==> config.mk <==
export PLATFORM = sky130hd
export DESIGN_NAME = barrett_precompute_64b
export DESIGN_NICKNAME = d
export VERILOG_FILES = /design/src/rtl/barrett_precompute_64b_pkg.sv /design/src/rtl/barrett_precompute_64b_bit_length.sv /design/src/rtl/barrett_precompute_64b.sv
export SDC_FILE = /design/constraint.sdc
export NUM_CORES = 1
export LEC_CHECK = 0
export ABC_AREA = 1
export BUFFER_PORTS_ARGS = -buffer_cell sky130_fd_sc_hd__buf_2
export CAP_MARGIN = 20
export CORE_UTILIZATION = 31
export CTS_CLUSTER_SIZE = 20
export DETAILED_ROUTE_END_ITERATION = 16
export GPL_TIMING_DRIVEN = 0
export HOLD_SLACK_MARGIN = 0.03
export PLACE_DENSITY_LB_ADDON = 0.2
export SLEW_MARGIN = 20
export SYNTH_ARGS = -nofsm -noshare
export SYNTH_HDL_FRONTEND = slang
export SYNTH_SLANG_ARGS = --single-unit
==> constraint.sdc <==
create_clock -name iClk -period 8.3 [get_ports iClk]
set_input_delay 1.66 -clock iClk [delete_from_list [all_inputs] [get_ports iClk]]
set_output_delay 1.66 -clock iClk [all_outputs]
set_load 0.02 [all_outputs]
==> src/rtl/barrett_precompute_64b_pkg.sv <==
// rtl/barrett_precompute_64b_pkg.sv - shared constants and FSM encoding for the Barrett precompute block
package barrett_precompute_64b_pkg;

   localparam int DATA_W = 64;
   localparam int K_W    = 7;
   localparam int U_W    = 128;
   localparam int R_W    = 65;
   localparam int CNT_W  = 8;

   typedef enum logic [1:0] {
      IDLE = 2'd0,
      NORM = 2'd1,
      DIV  = 2'd2,
      DONE = 2'd3
   } state_t;

endpackage

==> src/rtl/barrett_precompute_64b_bit_length.sv <==
// rtl/barrett_precompute_64b_bit_length.sv - leading-one detector, returns bit length (0 for a zero input)
module bit_length_64b
   import barrett_precompute_64b_pkg::*;
(
   input  logic [DATA_W-1:0] value,
   output logic [K_W-1:0]    len
);

   always_comb begin
      len = '0;
      for (int i = 0; i < DATA_W; i++) begin
         if (value[i]) len = K_W'(i + 1);
      end
   end

endmodule

==> src/rtl/barrett_precompute_64b.sv <==
// rtl/barrett_precompute_64b.sv - computes K = bitlen(mod) and U = floor(2^(2K)/mod) by restoring division
module barrett_precompute_64b #(
   parameter int DATA_W = 64
) (
   input  logic                                   iClk,
   input  logic                                   iRstN,
   input  logic                                   iClr,
   input  logic                                   iStart,
   input  logic [DATA_W-1:0]                      iMod,
   output logic                                   oBusy,
   output logic                                   oValid,
   output logic                                   oErr,
   output logic [barrett_precompute_64b_pkg::K_W-1:0] oK,
   output logic [barrett_precompute_64b_pkg::U_W-1:0] oU
);

   import barrett_precompute_64b_pkg::*;

   state_t             state;
   logic [DATA_W-1:0]  mod_q;
   logic [R_W-1:0]     r;
   logic [U_W-1:0]     q;
   logic [CNT_W-1:0]   cnt;
   logic [K_W-1:0]     k;
   logic               first;
   logic               err_wait;

   logic [K_W-1:0]     msb_len;
   logic [R_W-1:0]     r_cand;
   logic [R_W:0]       diff;
   logic               ge;
   logic [R_W-1:0]     r_next;
   logic [U_W-1:0]     q_next;

   bit_length_64b u_bit_length (
      .value (mod_q),
      .len   (msb_len)
   );

   // r stays below mod (< 2^64) after every step, so dropping r[64] on the shift loses nothing
   always_comb begin
      r_cand = first ? r : {r[R_W-2:0], 1'b0};
      diff   = {1'b0, r_cand} - {2'b00, mod_q};
      ge     = ~diff[R_W];
      r_next = ge ? diff[R_W-1:0] : r_cand;
      q_next = {q[U_W-2:0], ge};
   end

   assign oBusy = (state != IDLE);

   always_ff @(posedge iClk) begin
      if (!iRstN || iClr) begin
         state    <= IDLE;
         mod_q    <= '0;
         r        <= '0;
         q        <= '0;
         cnt      <= '0;
         k        <= '0;
         first    <= 1'b0;
         err_wait <= 1'b0;
         oValid   <= 1'b0;
         oErr     <= 1'b0;
         oK       <= '0;
         oU       <= '0;
      end else begin
         case (state)
            IDLE: begin
               if (iStart) begin
                  mod_q <= iMod;
                  state <= NORM;
               end
            end
            NORM: begin
               if (mod_q == '0) begin
                  k        <= '0;
                  oK       <= '0;
                  oU       <= '0;
                  oErr     <= 1'b1;
                  err_wait <= 1'b1;
                  state    <= DONE;
               end else begin
                  k     <= msb_len;
                  r     <= R_W'(1);
                  q     <= '0;
                  cnt   <= {msb_len, 1'b0};
                  first <= 1'b1;
                  state <= DIV;
               end
            end
            DIV: begin
               r <= r_next;
               q <= q_next;
               if (first) begin
                  first <= 1'b0;
               end else begin
                  cnt <= cnt - 1'b1;
                  if (cnt == CNT_W'(1)) begin
                     oValid <= 1'b1;
                     oK     <= k;
                     oU     <= q_next;
                     oErr   <= 1'b0;
                     state  <= DONE;
                  end
               end
            end
            DONE: begin
               // a zero modulus lingers one extra cycle so its pulse lands two edges after start
               if (err_wait) begin
                  err_wait <= 1'b0;
                  oValid   <= 1'b1;
               end else begin
                  oValid <= 1'b0;
                  state  <= IDLE;
               end
            end
         endcase
      end
   end

endmodule

After elaboration in Yosys (flattened, before gate mapping)

Cells that the tools add are included.

Word-level logic and storage cells: 139
Bits in registers: 412
Output and inout bits: 138
Bits of input ports: 68

Bitwise logic cells: 1
Muxes and demuxes: 99
Equal/unequal tests: 10
Reduce and logical (&&, ||, !) cells: 15
$add $sub $neg: 2

Operator list:

| kind               | count |
|---|---|
| $mux 128           | 3 |
| $pmux 128 s2       | 1 |
| $pmux 127 s2       | 1 |
| $mux 65            | 3 |
| $mux 6             | 32 |
| $pmux 65 s2        | 1 |
| $mux 127           | 1 |
| $mux 5             | 16 |
| $sub 65x64->66     | 1 |
| $logic_not 64->1   | 1 |
| $mux 7             | 5 |
| $mux 4             | 8 |
| $mux 8             | 2 |
| $pmux 8 s2         | 1 |
| $pmux 7 s2         | 1 |
| $mux 2             | 6 |
| $mux 3             | 4 |
| $ne 2x2->1 const B | 6 |
| $mux 1             | 9 |
| $eq 8x1->1 const B | 1 |
| $pmux 1 s2         | 4 |
| $pmux 2 s4         | 1 |
| $reduce_and 4->1   | 2 |
| $reduce_bool 2->1  | 4 |
| other kinds (9)    | 13 |

Depth between registers and ports, before layout

Gate-level depths: netlist of the first run.

Depth in word-level cells: 66
Depth in mapped cells: 65
Mapped depth without buffers: 65

Modules after synthesis

From an unflattened synthesis of the first run, not the netlist that was laid out.

Cells, all modules: 3684
Area, all modules: 23724.0 um^2

By module, submodules not included:

| module                 | instances | cells each | sequential area each (um^2) | area an instance (um^2) |
|---|---|---|---|---|
| barrett_precompute_64b | 1         | 3467       | 8247.9                      | 22793.1 |
| bit_length_64b         | 1         | 217        | 0.0                         | 930.9 |

Least setup slack after synthesis of the first run

OpenSTA, ideal clock, no wires.

Kind: register -> register
Start: register first
End: register r[60]
Slack: 3.004 ns
Stages on the path, launching flop included: 37
Buffers on the path: 3
Clock period less this slack: 5.296 ns
Required time: 8.229 ns
Setup time: 0.071 ns
Arrival time: 5.225 ns
Path through: dfxtp_1 clkbuf_1 clkbuf_1 clkbuf_1 nand2_1 ha_1 fa_1 nor2_2 nand2_1 nand2_2 a21oi_2 o21ai_4 a21oi_4 o21ai_4 a21boi_2 o21ai_2 a21boi_2 o21ai_2 a21boi_2 o21ai_2 a21oi_1 o21ai_2 a21boi_4 o21ai_4 a21boi_2 o21ai_4 a21boi_4 o21ai_4 a21oi_2 o21ai_4 nand2_2 nand2_2 a21oi_2 or2_1 nand3_1 o211ai_1 a21oi_1

Cells in the longest elaborated chain, start to end: 4

Ends and longest elaborated chain:

| element                  | RTL line                     | RTL |
|---|---|---|
| start: declaration       | barrett_precompute_64b.sv:25 | `logic first;` |
| start signal: assignment | barrett_precompute_64b.sv:59 | `first <= 1'b0;` |
| start signal: assignment | barrett_precompute_64b.sv:86 | `first <= 1'b1;` |
| start signal: assignment | barrett_precompute_64b.sv:94 | `first <= 1'b0;` |
| $mux 65 *                | barrett_precompute_64b.sv:42 | `r_cand = first ? r : {r[R_W-2:0], 1'b0};` |
| $sub 65x64->66           | barrett_precompute_64b.sv:43 | `diff = {1'b0, r_cand} - {2'b00, mod_q};` |
| $mux 65 *                | barrett_precompute_64b.sv:45 | `r_next = ge ? diff[R_W-1:0] : r_cand;` |
| $pmux 65 s2 *            | barrett_precompute_64b.sv:66 | `case (state)` |
| end signal: assignment   | barrett_precompute_64b.sv:91 | `r <= r_next;` |
| end: declaration         | barrett_precompute_64b.sv:21 | `logic [R_W-1:0] r;` |

Every way passes the cells marked *; elsewhere a longest branch is shown, timed or not.
A chain may end at the register's enable or synchronous reset.

Worst setup path after layout of the first run

Start: register first
End: register r[58]

The elaborated chain is that of the path after synthesis.

==> impl.org, run 1 <==
** STA
- Tightest hold margin :: 461.2 ps
- Summed over all failing endpoints, the final setup total negative slack is 0 ps.
- Count of final setup violators :: 0
- Number of pins exceeding their max-slew limit in the final report :: 0
- Share of the clock period used by the worst path :: 80.07%
- Final count of hold timing violations :: 0
- Across all setup checks in the final design, the least slack found is 1654 ps.
- Final setup skew :: 23.97 ps
- Setup repair after global routing left no endpoint under its margin.
- For this run, the top clock speed supported by timing is 150.5 MHz.
- Measured against its own limit, the worst slew margin works out to between 20% and 30%.
- Final Critical Period :: 6646 ps
- For the pin with the worst max-slew slack, the measured transition is 1154 ps.

** Power and ir drop
- Switching part of the total power :: 28.43%
- VDD sags by at most 0.0001395 V.
- Combinational cells account for 13.2% of the total power.
- The design draws 4.750 mW.
- Cell-internal power :: 3.400 mW
- Static leakage power :: approximately 9.0 nW
- Clock Power Share :: 44.4%
- The share of total power dissipated in sequential elements is 42.5%.
- Summed over all nets, the switching power comes to around 1.4 mW.
- Power density of the placed cells :: roughly 200 mW/mm^2

** Clock tree
- Clock Root Buffer :: sky130_fd_sc_hd__clkbuf_16
- Counting the buffers created by CTS gives 47.
- The number of gates resized after CTS was 0.
- Count of clock tree sinks :: 412
- CTS clk-pin slew, worst paths :: 60 ps
- The clock passes through at most 3 buffers.
- Post-CTS setup buffer count :: 0
- For this design, the CTS-stage hold fixing added 0 buffers.
- In this run the number of H-tree levels came out at 2.
- Clock latency on the worst-skew pair :: about 600 ps
- TritonCTS built the clock tree.

** Floorplan
- For this design the top-level I/O count stands at 206.
- From left edge to right edge, the die measures 255.8 um.
- Initial Util :: 31.54%
- Standard-cell row count :: 92
- Die Footprint :: 0.06542 sq mm
- Measured along the y axis, the die boundary spans roughly 260 um.
- The floorplan step defined a core boundary enclosing 0.06331 sq mm.

** Synthesis
- Multiplexer fraction of the synthesized cell area :: 0%
- Netlist Area Pre-Place :: 0.01997 sq mm
- Sorting the synthesized cells by how often they occur yields sky130_fd_sc_hd__nand2_1, sky130_fd_sc_hd__a21oi_1, sky130_fd_sc_hd__dfxtp_1.
- Synthesis produced a netlist with a net count of approximately 2900.
- Xor and xnor area share after synthesis :: 2.325%
- Yosys attributes the largest share of cell area to sky130_fd_sc_hd__dfxtp_1, sky130_fd_sc_hd__nand2_1, sky130_fd_sc_hd__a21oi_1, sky130_fd_sc_hd__ha_1, sky130_fd_sc_hd__nand3_1.
- Fraction of synthesis flops using an asynchronous set or reset pin :: 0%
- Post-synthesis simple-gate area fraction :: between 20% and 30%
- Portion of the post-synthesis area used by sequential elements :: 41.31%
- Yosys mapped a number of flops with a built-in enable equal to 0.
- Most numerous cell in the Yosys netlist :: sky130_fd_sc_hd__nand2_1
- Dominant combinational cell family by area after synthesis :: compound AO/OA/AOI/OAI gates
- The most used flip-flop cell after synthesis is sky130_fd_sc_hd__dfxtp_1.
- The top cell type by area accounts for 41.31% of the synthesized area.
- Counting every instance in the synthesized netlist gives 2745.
- The synthesized netlist devotes a little under a quarter of its cell area to compound gates.
- The netlist uses 54 different library cells.
- In this run, synthesis produced a sequential element count of 412.
- The synthesized design spends more area on one cell type than any other, namely sky130_fd_sc_hd__dfxtp_1.
- After synthesis, the mean cell area works out to 7.273 sq um.
- Number of warnings printed during yosys synthesis :: 0
- Adder and majority gate portion of the synthesized area :: about 4.5%

** Min path
- Worst Hold Depth :: 2
- Type of the worst min-delay path :: flop to flop

** Global routing
- The initial antenna violation count was 1.
- Largest net degree at the start of global routing :: 15
- The via count of the first global-routing pass came to between 15000 and 20000.
- Summed over all layers, the global routing overflow is 0.
- The first global-routing pass estimated 97600 um of wire.
- Gr usage total :: between 15 and 20%

** Cells and area
- The final layout contains 3139 nets.
- The repair_antennas step left the layout with diodes totalling 0.
- Post-synthesis to final-layout area growth :: 18.38%
- Utilization after layout :: roughly 37%
- The finished cells cover 0.02364 sq mm.
- Number of non-filler instances in the completed layout :: 3884
- Fraction of final layout cells sized beyond drive strength 1 :: between 10 and 15%

** Worst setup path
- On the worst path, the slowest cell contributes a delay of 500 ps.
- Most frequent cell on the critical path :: sky130_fd_sc_hd__o21ai_4
- Counting cells, the worst reg-to-reg path comes to 35.
- Category of the worst setup path launch point :: flop
- Along the worst path, the maximum fanout reaches 10.
- Data on the critical path is required at its endpoint by a little under 9000 ps.
- The critical path crosses 35 cells after its start point.
- Startpoint-to-endpoint class of the critical path :: flop to flop
- On the critical path the largest part of the delay comes from compound AO/OA/AOI/OAI gates.
- Data on the critical path arrives at its endpoint at 7170 ps.
- Worst path buffer plus inverter count :: 3
- The slowest stage of the critical path belongs to the cell sky130_fd_sc_hd__clkbuf_1.
- The worst setup path is captured at a flop.

** Detailed routing
- Via density per instance :: 4.860
- DR WL/cell :: about 16 um
- After the first detailed-routing iteration, the DRC count stood at 1268.
- In this run the remaining antenna-violating nets after routing total 0.
- For this run, design rule violations remaining after detail routing come to 0.
- The routed layout has 18875 vias.
- Final wirelength :: 61070 um
- Before antenna repair, the detailed router went through 5 iterations.

** Placed design
- HPWL reported at the end of detailed placement :: 45840 um
- Before CTS, the worst setup slack after placement is 1667 ps.
- Input and output buffers added on the ports amount to 205.
- Routability cong. :: 0.8526
- In this run the cell area measured after placement is 0.02205 sq mm.
- Including well taps, the total number of placed cells is 3796.

** Run
- The tool flagged a number of max-cap violations equal to 0.

** Status
- Result of the run :: completed
==> cells by family (layout without fill, tap and decap cells) <==
| group | after synthesis | after routing |
|---|---|---|
| fa+ha+maj | 72 | 72 |
| flops | 412 | 412 |
| simple gates | 1081 | 1081 |
| xor+xnor | 53 | 53 |
| buf+inv | 338 | 631 |
| compound gates | 789 | 789 |
==> worst min-delay path: stages (launching register included) <==
cell and delay [ps]:
sky130_fd_sc_hd__dfxtp_1 300, sky130_fd_sc_hd__nand2_1 60, sky130_fd_sc_hd__a21oi_1 50
==> metal layers <==
metal  up-vias  global-route usage, %  routed length (um)
met1      8745                  24.19               28260
met2       373                  30.37               28150
met4         2                  6.071                1806
met3        98                  3.238                2841
met5         -                      0                  11
li1       9657                      -                   -
==> power groups by stage <==
| stage | Sequential, mW | Clock, mW | Combinational, mW |
|---|---|---|---|
| floorplan | 2.06 | 0 | 0.437 |
| global placement | 2.06 | 0 | 0.622 |
| detailed placement | 2.06 | 0 | 0.629 |
| CTS | 2.02 | 2.16 | 0.631 |
| global route | 2.02 | 2.25 | 0.704 |
| finish | 2.02 | 2.11 | 0.627 |
==> final cells by class <==
| type | count | area [sq um] |
|---|---|---|
| multi-input cells | 1995 | 10290 |
| inverters | 164 | 616.8 |
| clock buffers | 67 | 1361 |
| well taps | 846 | 1059 |
| clock inverters | 21 | 221.5 |
| fillers | 6841 | 39680 |
| repair buffers | 205 | 1026 |
| plain buffers | 174 | 812.0 |
| flip-flops and latches | 412 | 8248 |
==> final timing paths <==
check	from	endpoint	slack [ps]
min	oU[31]	oU[31]	460
max reg2reg	first	r[58]	1650
max	first	r[58]	1650
min reg2reg	oU[31]	oU[31]	460
==> placed cells by master (no fill, tap or decap), drive strengths merged, types with 2 or more instances in the layout <==
cell type and n:
nand2 804, a21oi 529, dfxtp 412, buf 224
clkbuf 222, o21ai 201, inv 162, nand3 160
ha 71, nor2 71, xnor2 30, o211ai 26
xor2 23, clkinv 19, nor3 16, nand4 11
nor4 9, a21boi 9, or2 8, a31oi 7
a21o 4, o21bai 4, a211oi 2, o21a 2
a221oi 2, bufinv 2, clkinvlp 2, o221ai 2
==> state kept, by name, indices dropped and copies added (netlist names), 2 cells and up <==
name and count:
oU 128, q 127, r 65, mod_q 64
cnt 8, k 7, oK 7, state 2
No activity file was read; power rests on OpenSTA's default activity.
==> run 2, diff against run 1 <==
==> constraint.sdc (replaced) <==
create_clock -name iClk -period 5.6 [get_ports iClk]
set_input_delay 1.12 -clock iClk [delete_from_list [all_inputs] [get_ports iClk]]
set_output_delay 1.12 -clock iClk [all_outputs]
set_load 0.02 [all_outputs]
==> impl.org, run 2 (synthesized netlist as in run 1, its figures left out) <==
** STA
- The minimum clock period was 5500 ps (-1146 ps).
- Fmax :: 181.8 MHz (+21%)
- The total negative setup slack was 0 ps (unchanged).
- The final cycle utilization of the critical path was 98.21% (+18 points).
- The final-report setup violation count is 0 (unchanged).
- The post-layout worst setup margin came to 100.2 ps (-1554 ps).
- Setup repair after global routing could not meet its margin everywhere.
- Number of pins exceeding their max-slew limit in the final report :: 0 (unchanged)
- Final setup skew :: 21.95 ps (-2.025 ps)
- The number of hold-slack violations in the final timing report is 0 (unchanged).
- The slew at the pin with the worst max-slew slack came to 1083 ps (-71.04 ps).
- The worst max-slew margin expressed relative to the limit was 27.83% (+5.4 points).

** Floorplan
- Die Footprint :: 0.06542 sq mm (unchanged)
- The width of the die was 255.8 um (unchanged).
- The starting utilization of the core area is 31.54% (unchanged).
- The floorplan die height came to 255.8 um (unchanged).
- The number of standard-cell rows in the floorplan came to 92 (unchanged).
- Core footprint :: 0.06331 sq mm (unchanged)
- Top-level I/O count :: 206 (unchanged)

** Worst setup path
- STA classifies the critical path startpoint as a flop.
- Startpoint-to-endpoint class of the critical path :: flop to flop
- Largest incremental delay on the critical path :: 390 ps (-110 ps)
- Number of cell instances on the worst register-to-register path :: 36 (+2.9%)
- Crit-path max FO :: 6 (-4)
- Sort of element at the end of the critical path :: flop
- Worst reg2reg path endpoint :: r[58]
- The worst register-to-register path begins at first.
- The data required time at the worst endpoint came to 6070 ps (-2750 ps).
- Setup slack on the worst flop-to-flop path :: 100 ps (-1550 ps)
- Data arrival time of the worst path :: 5960 ps (-1210 ps)
- The cell that appears most often on the critical path is sky130_fd_sc_hd__o21ai_4.
- On the critical path, the stage with the largest delay is an instance of sky130_fd_sc_hd__fa_2.

** Clock tree
- H-tree levels :: 2 (unchanged)
- Clock latency on the worst-skew pair :: 610 ps (about the same)
- The number of buffers inserted during clock tree synthesis is 47 (unchanged).
- Max clock buf depth :: 3 (unchanged)
- The cell sitting at the root of the clock tree is a sky130_fd_sc_hd__clkbuf_16.
- The clock slew seen by the registers of the worst setup and hold paths was 60 ps (about the same).
- The sink count of the clock tree is 412 (unchanged).
- The quantity of hold-fixing buffers added after cts is 0 (unchanged).
- TritonCTS built the clock tree.

** Detailed routing
- First-pass DRT Iterations :: 7 (+2)
- The count of unresolved DRC violations after routing is 0 (unchanged).
- DR WL/cell :: 15.94 um (+1.4%)
- Vias :: 19277 (+2.1%)
- The average via count per standard cell was 4.867 (+0.14%).
- The number of violations reported at the end of detailed-routing iteration 0 is 1192 (-6.0%).
- Final wirelength :: 63120 um (+3.4%)
- The count of antenna-violating nets left after detailed routing was 0 (unchanged).

** Global routing
- The all-layer global routing usage is 18.63% (+0.22 points).
- Overflow after GRT :: 0 (unchanged)
- The via count of the first global-routing pass was 18401 (+1.5%).
- The pin count of the biggest net entering global routing was 15 (unchanged).
- The initial antenna violation count is 1 (unchanged).
- Wire length of the first global-routing pass :: 99020 um (+1.4%)

** Power and ir drop
- The switching component of the power was 2.041 mW (+51%).
- The proportion of power drawn by combinational gates is 14.6% (+1.4 points).
- Cell-internal power :: 5.118 mW (+51%)
- Share of power burned in registers :: 41.8% (-0.7 points)
- The clock network fraction of total power is 43.7% (-0.7 points).
- Power density of the placed cells :: 286.1 mW/mm^2 (+42%)
- Static leakage power :: 9.690 nW (+7.1%)
- Switching part of the total power :: 28.51% (+0.073 points)
- The worst vdd rail ir drop came to 0.0002059 V (+48%).

** Min path
- Start point of the worst hold path :: oU[31]
- The cell depth of the worst hold path was 2 (unchanged).
- Worst min-delay path endpoint :: oU[31]
- The worst hold path belongs to the class flop to flop.

** Cells and area
- Largest registers :: oU x128, q x127, r x65
- The ratio of cells with drive above 1 in the final layout was 18.20% (+4.6 points).
- The area growth from synthesis to layout is 25.34%.
- Fill count :: 6730 (-1.6%)
- Flip-flop count of the largest register, all copies and words added :: 128 (unchanged)
- Leaving out fill and tap cells, the most frequent cell in the layout is sky130_fd_sc_hd__nand2_1.
- In the layout the commonest cells are sky130_fd_sc_hd__nand2_1, sky130_fd_sc_hd__a21oi_1, sky130_fd_sc_hd__dfxtp_1.
- Register containing the most flip-flops in the final layout :: oU
- The net count reported at finish came to 3216 (+2.5%).
- Diodes inserted :: 0 (unchanged)

** Placed design
- Routability cong. :: 0.8526 (unchanged)
- DP Worst Slack :: -1033 ps (-2700 ps)
- PortBufs :: 205 (unchanged)
- HPWL reported at the end of detailed placement :: 45840 um (unchanged)

** Status
- The flow ran to the end, and the final reports show no timing, DRC or antenna violations.

** Run
- MaxCap Viol Count :: 0 (unchanged)
[run 2: changes by cell type in the layout (fill, tap and decap cells not counted), moves of 9 or more]
cell                        change
sky130_fd_sc_hd__a21oi_1       -12
sky130_fd_sc_hd__buf_4         +66
sky130_fd_sc_hd__clkbuf_1      -13
sky130_fd_sc_hd__clkbuf_16     +10
sky130_fd_sc_hd__ha_1          -10
sky130_fd_sc_hd__ha_4           +9
sky130_fd_sc_hd__nand2_1       -18
sky130_fd_sc_hd__nand2_2       +12
sky130_fd_sc_hd__o21ai_0       -13
[run 2: worst max-delay path by stage]
stage | start | cells after the start | endpoint | slack [ps]
floorplan | first | 36 | r[60] | 300
global placement | first | 37 | r[64] | -1010
detailed placement | first | 38 | r[55] | -1030
CTS | first | 39 | r[55] | -30
global route | first | 36 | r[60] | -170
finish | first | 36 | r[58] | 100
[run 2: power groups by stage]
stage	Clock, mW	Sequential [mW]	Combinational (mW)
3_3_place_gp	0	3.05	0.921
3_5_place_dp	0	3.05	0.932
5_1_grt	3.34	2.99	1.16
2_1_floorplan	0	3.05	0.648
6_report	3.13	2.99	1.04
4_1_cts	3.21	2.99	0.979
[run 2: cell type report]
| cell class | count | area, sq um | area share, % |
|---|---|---|---|
| Inverter | 164 | 626.9 | 2.505 |
| Tap cell | 846 | 1059 | 4.230 |
| Buffer | 174 | 1023 | 4.090 |
| Clock buffer | 67 | 1361 | 5.440 |
| Clock inverter | 21 | 221.5 | 0.8850 |
| Sequential cell | 412 | 8249 | 32.96 |
| Timing Repair Buffer | 282 | 1752 | 7.000 |
| Multi-Input combinational cell | 1995 | 10730 | 42.89 |
[run 2: worst max-delay path: cells and delay by family (launching register included)]
kind | cells | cell delay [ps]
buf+inv | 3 | 420
fa+ha+maj | 2 | 560
compound gates | 24 | 3460
simple gates | 7 | 560
flops | 1 | 340
[run 2: layer usage]
metal	wire length, um	part of all wire (%)	vias to the layer above	GRT usage, %
li1	-	-	9824	-
met1	29290	46	9058	24.48
met2	29690	47	305	31.12
met3	2548	4.0	88	3.110
met4	1591	2.5	2	5.589
met5	11	0.017	-	0
[run 2: stage by stage]
stage                     power (mW)  hold WS, ps  instances  utilization, %  area (sq um)
final                          7.159        461.1       3961           39.53         25030
after global routing           7.491        481.1       3961           39.53         25030
after detailed placement       3.985        455.3       3796           34.83         22050
after floorplan                3.697        437.3       2745               -         19970
after CTS                      7.174        465.7       3912           38.39         24310
after global placement         3.973        451.9       3796           34.83         22050
[run 2: what timing repair did]
item,4_1_cts,5_1_grt
endpoints found under the setup margin,67,77
pin swaps,29,77
resized for setup,91,73
buffers inserted,26,44
gates cloned,2,5
==> run 3, diff against run 2 <==
--- a/config.mk
+++ b/config.mk
@@ -5,7 +5,6 @@
 export SDC_FILE = /design/constraint.sdc
 export NUM_CORES = 1
 export LEC_CHECK = 0
-export ABC_AREA = 1
 export BUFFER_PORTS_ARGS = -buffer_cell sky130_fd_sc_hd__buf_2
 export CAP_MARGIN = 20
 export CORE_UTILIZATION = 31
==> impl.org, run 3 <==
** Floorplan
- The number of top-level design ports was 206 (unchanged).
- Die width :: 256.5 um (+0.28%)
- Core footprint :: 0.06354 sq mm (+0.36%)
- The area of the die is 0.06579 sq mm (+0.56%).
- Initial Util :: 31.60% (+0.063 points)
- Standard-cell row count :: 92 (unchanged)
- The floorplan die height was 256.5 um (+0.28%).

** Worst setup path
- Among all stages on the critical path, the largest delay is contributed by sky130_fd_sc_hd__a2111oi_0.
- Most frequent cell on the critical path :: sky130_fd_sc_hd__mux2_2
- The data required time at the worst endpoint was 6040 ps (-30 ps).
- The highest cell delay on the worst timing path was 440 ps (+50 ps).
- CP top delay family :: compound AO/OA/AOI/OAI gates
- The critical path data arrival time is 5750 ps (-210 ps).
- The worst-path maximum fanout is 10 (+4).
- The critical path is of the flop to flop type.
- Setup slack on the worst flop-to-flop path :: 290 ps (+190 ps)
- Worst path buffer plus inverter count :: 3 (unchanged)
- Launch instance of the worst register-to-register path :: first
- Sort of element at the end of the critical path :: flop
- The critical path goes through clkbuf_1, clkbuf_2, clkbuf_4, mux2_2, ha_1, nor2b_1, o31a_1, o41ai_2, a31oi_2, a32oi_4, o211ai_1, nor2_4, mux2_2, a2111oi_0, o221ai_1.
- Tracing the worst setup path back leads to its startpoint at first.
- Category of the worst setup path launch point :: flop

** Synthesis
- The number of flip-flops and latches in the synthesized netlist came to 412 (unchanged).
- Fraction of synthesis flops using an asynchronous set or reset pin :: 0% (unchanged)
- Number of warnings printed during yosys synthesis :: 0 (unchanged)
- Compound-cell area share of the yosys netlist :: 22.29% (-0.25 points)
- Netlist Area Pre-Place :: 0.02008 sq mm (+0.56%)
- Library cell with the largest summed area after synthesis :: sky130_fd_sc_hd__dfxtp_1
- Portion of the post-synthesis area used by sequential elements :: 41.08% (-0.23 points)
- The simple-gate area share of the yosys netlist came to 19.84% (-2.3 points).
- List of most frequent post-synthesis cells :: sky130_fd_sc_hd__dfxtp_1, sky130_fd_sc_hd__nand2_1, sky130_fd_sc_hd__a21oi_1
- Ranked by total cell area, the synthesized netlist is headed by sky130_fd_sc_hd__dfxtp_1, sky130_fd_sc_hd__nand2_1, sky130_fd_sc_hd__a21oi_1, sky130_fd_sc_hd__a22oi_1, sky130_fd_sc_hd__nand3_1.
- The number of enable flip-flop cells after synthesis is 0 (unchanged).
- The fraction of synthesized cell area taken by the top area cell type was 41.08% (-0.23 points).
- The fraction of synthesized cell area in xor and xnor cells came to 2.225% (-0.10 points).
- The share of synthesized cell area in full adder, half adder and majority cells is 4.524% (-0.026 points).
- The synthesized area divided by synthesized cell count is 8.038 sq um (+11%).
- After synthesis, the largest family of logic cells by area is compound AO/OA/AOI/OAI gates.
- In the post-synthesis netlist, the cell with the most instances is sky130_fd_sc_hd__dfxtp_1.
- The number of nets in the synthesized netlist came to 2638 (-8.6%).
- Synth Instances :: 2498 (-9.0%)
- The multiplexer share of the synthesized area came to 4.668% (+4.7 points).
- Post-synthesis cell type count :: 78 (+44%)
- Flip-flop cell with the highest count after synthesis :: sky130_fd_sc_hd__dfxtp_1

** Detailed routing
- DR WL/cell :: 18.61 um (+17%)
- The count of unresolved DRC violations after routing is 0 (unchanged).
- Met2 wirelength from detailed routing :: 31660 um (+6.6%)
- The total met3 wirelength after detailed routing is 3478 um (+36%).
- The count of antenna-violating nets left after detailed routing was 0 (unchanged).
- Vias :: 19026 (-1.3%)
- Routed signal wires occupy layers up through met5.
- The detailed-routing wirelength on met1 came to 30360 um (+3.6%).
- The average via count per standard cell is 5.228 (+7.4%).
- The number of violations reported at the end of detailed-routing iteration 0 is 1171 (-1.8%).
- First-pass DRT Iterations :: 5 (-2)
- Final wirelength :: 67730 um (+7.3%)

** Clock tree
- Count of clock tree sinks :: 412 (unchanged)
- H-tree levels :: 2 (unchanged)
- The clock slew seen by the registers of the worst setup and hold paths is 60 ps (about the same).
- The maximum count of clock buffers along a single path came to 3 (unchanged).
- The quantity of hold-fixing buffers added after cts is 0 (unchanged).
- The number of buffers inserted during clock tree synthesis came to 48 (+2.1%).
- The clock insertion delay at the later pin of the skew report is 620 ps (about the same).
- The cell sitting at the root of the clock tree is a sky130_fd_sc_hd__clkbuf_16.
- CTS tree :: yes
- The setup fix buffers added after clock tree synthesis came to 0 (-100%).

** Min path
- The worst hold path begins at oU[16].
- The tightest min-delay check is of the flop to flop type.

** Global routing
- Number of global-route vias before repair :: 18666 (+1.4%)
- The initial antenna violation count was 2 (+1).
- The pin count of the biggest net entering global routing was 16 (+1).
- The all-layer global routing usage was 20.18% (+1.6 points).
- The total global routing overflow is 0 (unchanged).
- The first-pass GRT wire length came to 105800 um (+6.8%).

** STA
- The final-report setup violation count is 0 (unchanged).
- The worst max-slew margin expressed relative to the limit is 24.82% (-3.0 points).
- Share of the clock period used by the worst path :: 94.90% (-3.3 points)
- The maximum clock rate came to 188.2 MHz (+3.5%).
- Total Neg Setup Slack :: 0 ps (unchanged)
- Number of pins exceeding their max-slew limit in the final report :: 0 (unchanged)
- The minimum clock period is 5314 ps (-185.3 ps).
- Tightest hold margin :: 447.3 ps (-13.85 ps)
- The number of hold-slack violations in the final timing report was 0 (unchanged).
- Worst Max-Slew Pin Slew :: 1128 ps (+45.24 ps)
- The maximum clock skew at final layout came to 48.43 ps (+26.48 ps).
- Setup repair after global routing missed its margin :: false

** Cells and area
- Flip-flop count of the largest register, all copies and words added :: 128 (unchanged)
- Largest registers :: oU x128, q x127, r x65
- The area growth from synthesis to layout is 18.96%.
- Utilization after layout :: 37.59% (-1.9 points)
- The top cell types in the final layout, fill and taps aside, are sky130_fd_sc_hd__dfxtp_1, sky130_fd_sc_hd__nand2_1, sky130_fd_sc_hd__a21oi_1.
- The ratio of cells with drive above 1 in the final layout is 14.51% (-3.7 points).
- Final #Nets :: 2894 (-10%)
- Storage element area :: 0.008248 sq mm (about the same)
- Multi-input gate area :: 0.01078 sq mm (+0.40%)
- Register containing the most flip-flops in the final layout :: oU
- The total of fill cells in the finished design came to 6695 (-0.52%).
- Most frequent standard cell in the layout excluding fill and tap cells :: sky130_fd_sc_hd__dfxtp_1

** Status
- The run finished with clean final reports.

** Placed design
- Routability cong. :: 0.9124 (+7.0%)
- HPWL reported at the end of detailed placement :: 50850 um (+11%)
- The count of buffers inserted at the top-level ports was 205 (unchanged).

** Run
- The max-capacitance violation count was 0 (unchanged).

** Power and ir drop
- Static leakage power :: 9.180 nW (-5.3%)
- Power density of the placed cells :: 294.6 mW/mm^2 (+3.0%)
- The worst vdd rail ir drop is 0.0002366 V (+15%).
[run 3: layout make-up]
| class | count | share of cell area, % |
|---|---|---|
| clock buffer | 76 | 6.265 |
| multi-input combinational | 1824 | 45.11 |
| buffer | 167 | 3.059 |
| inverter | 95 | 1.493 |
| antenna | 1 | 0.01048 |
| clock inverter | 12 | 0.7491 |
| tap | 846 | 4.432 |
| timing repair buffer | 206 | 4.343 |
| sequential | 412 | 34.53 |
[run 3: cell families after synthesis]
kind of cell             count (synthesis)
AND/OR/NAND/NOR                        913
AO/OA/AOI/OAI                          702
XOR/XNOR                                51
multiplexers                            86
adder cells (fa/ha/maj)                 72
flip-flops                             412
buffers and inverters                  262
[run 3: final timing paths]
| kind | endpoint | cells after the start |
|---|---|---|
| setup / recovery | r[52] | 15 |
| hold / removal | oU[16] | 2 |
| setup reg to reg | r[52] | 15 |
| hold reg to reg | oU[16] | 2 |
[run 3: metrics by stage]
stage / total power [mW] / area (sq um) / worst slack (ps) / cells
3_3_place_gp: 3.808 / 22160 / -596.0 / 3549
2_1_floorplan: 3.538 / 20080 / 1136 / 2498
4_1_cts: 7.118 / 23860 / 56.96 / 3638
3_5_place_dp: 3.812 / 22180 / -643.7 / 3550
6_report: 7.036 / 23880 / 285.5 / 3639
5_1_grt: 7.316 / 23880 / 45.35 / 3638
[run 3: routing by layer]
metal / global-route usage, % / vias up
met5: 0 / -
met4: 7.143 / 4
met3: 3.845 / 105
met2: 33.96 / 408
met1: 25.62 / 9117
li1: - / 9392
[run 3: worst register-to-register path, cell delays in order (launching register included)]
cell and delay [ps]:
sky130_fd_sc_hd__dfxtp_1 300, sky130_fd_sc_hd__clkbuf_1 340, sky130_fd_sc_hd__clkbuf_2 370, sky130_fd_sc_hd__clkbuf_4 370, sky130_fd_sc_hd__mux2_2 390, sky130_fd_sc_hd__ha_1 320, sky130_fd_sc_hd__nor2b_1 190, sky130_fd_sc_hd__o31a_1 300
sky130_fd_sc_hd__o41ai_2 340, sky130_fd_sc_hd__a31oi_2 340, sky130_fd_sc_hd__a32oi_4 440, sky130_fd_sc_hd__o211ai_1 170, sky130_fd_sc_hd__nor2_4 260, sky130_fd_sc_hd__mux2_2 380, sky130_fd_sc_hd__a2111oi_0 440, sky130_fd_sc_hd__o221ai_1 210
[run 3: where the power goes]
group / internal, mW / switching, mW
registers: 2.95 / 0.0250
clock network: 1.94 / 1.34
logic: 0.251 / 0.529
total: 5.14 / 1.90
[run 3: what timing repair did]
action / 4_1_cts / 5_1_grt
endpoints found under the setup margin: 17 / 1
gates resized for setup: 6 / 9
cloned: 0 / 0
pin swaps: 0 / 0
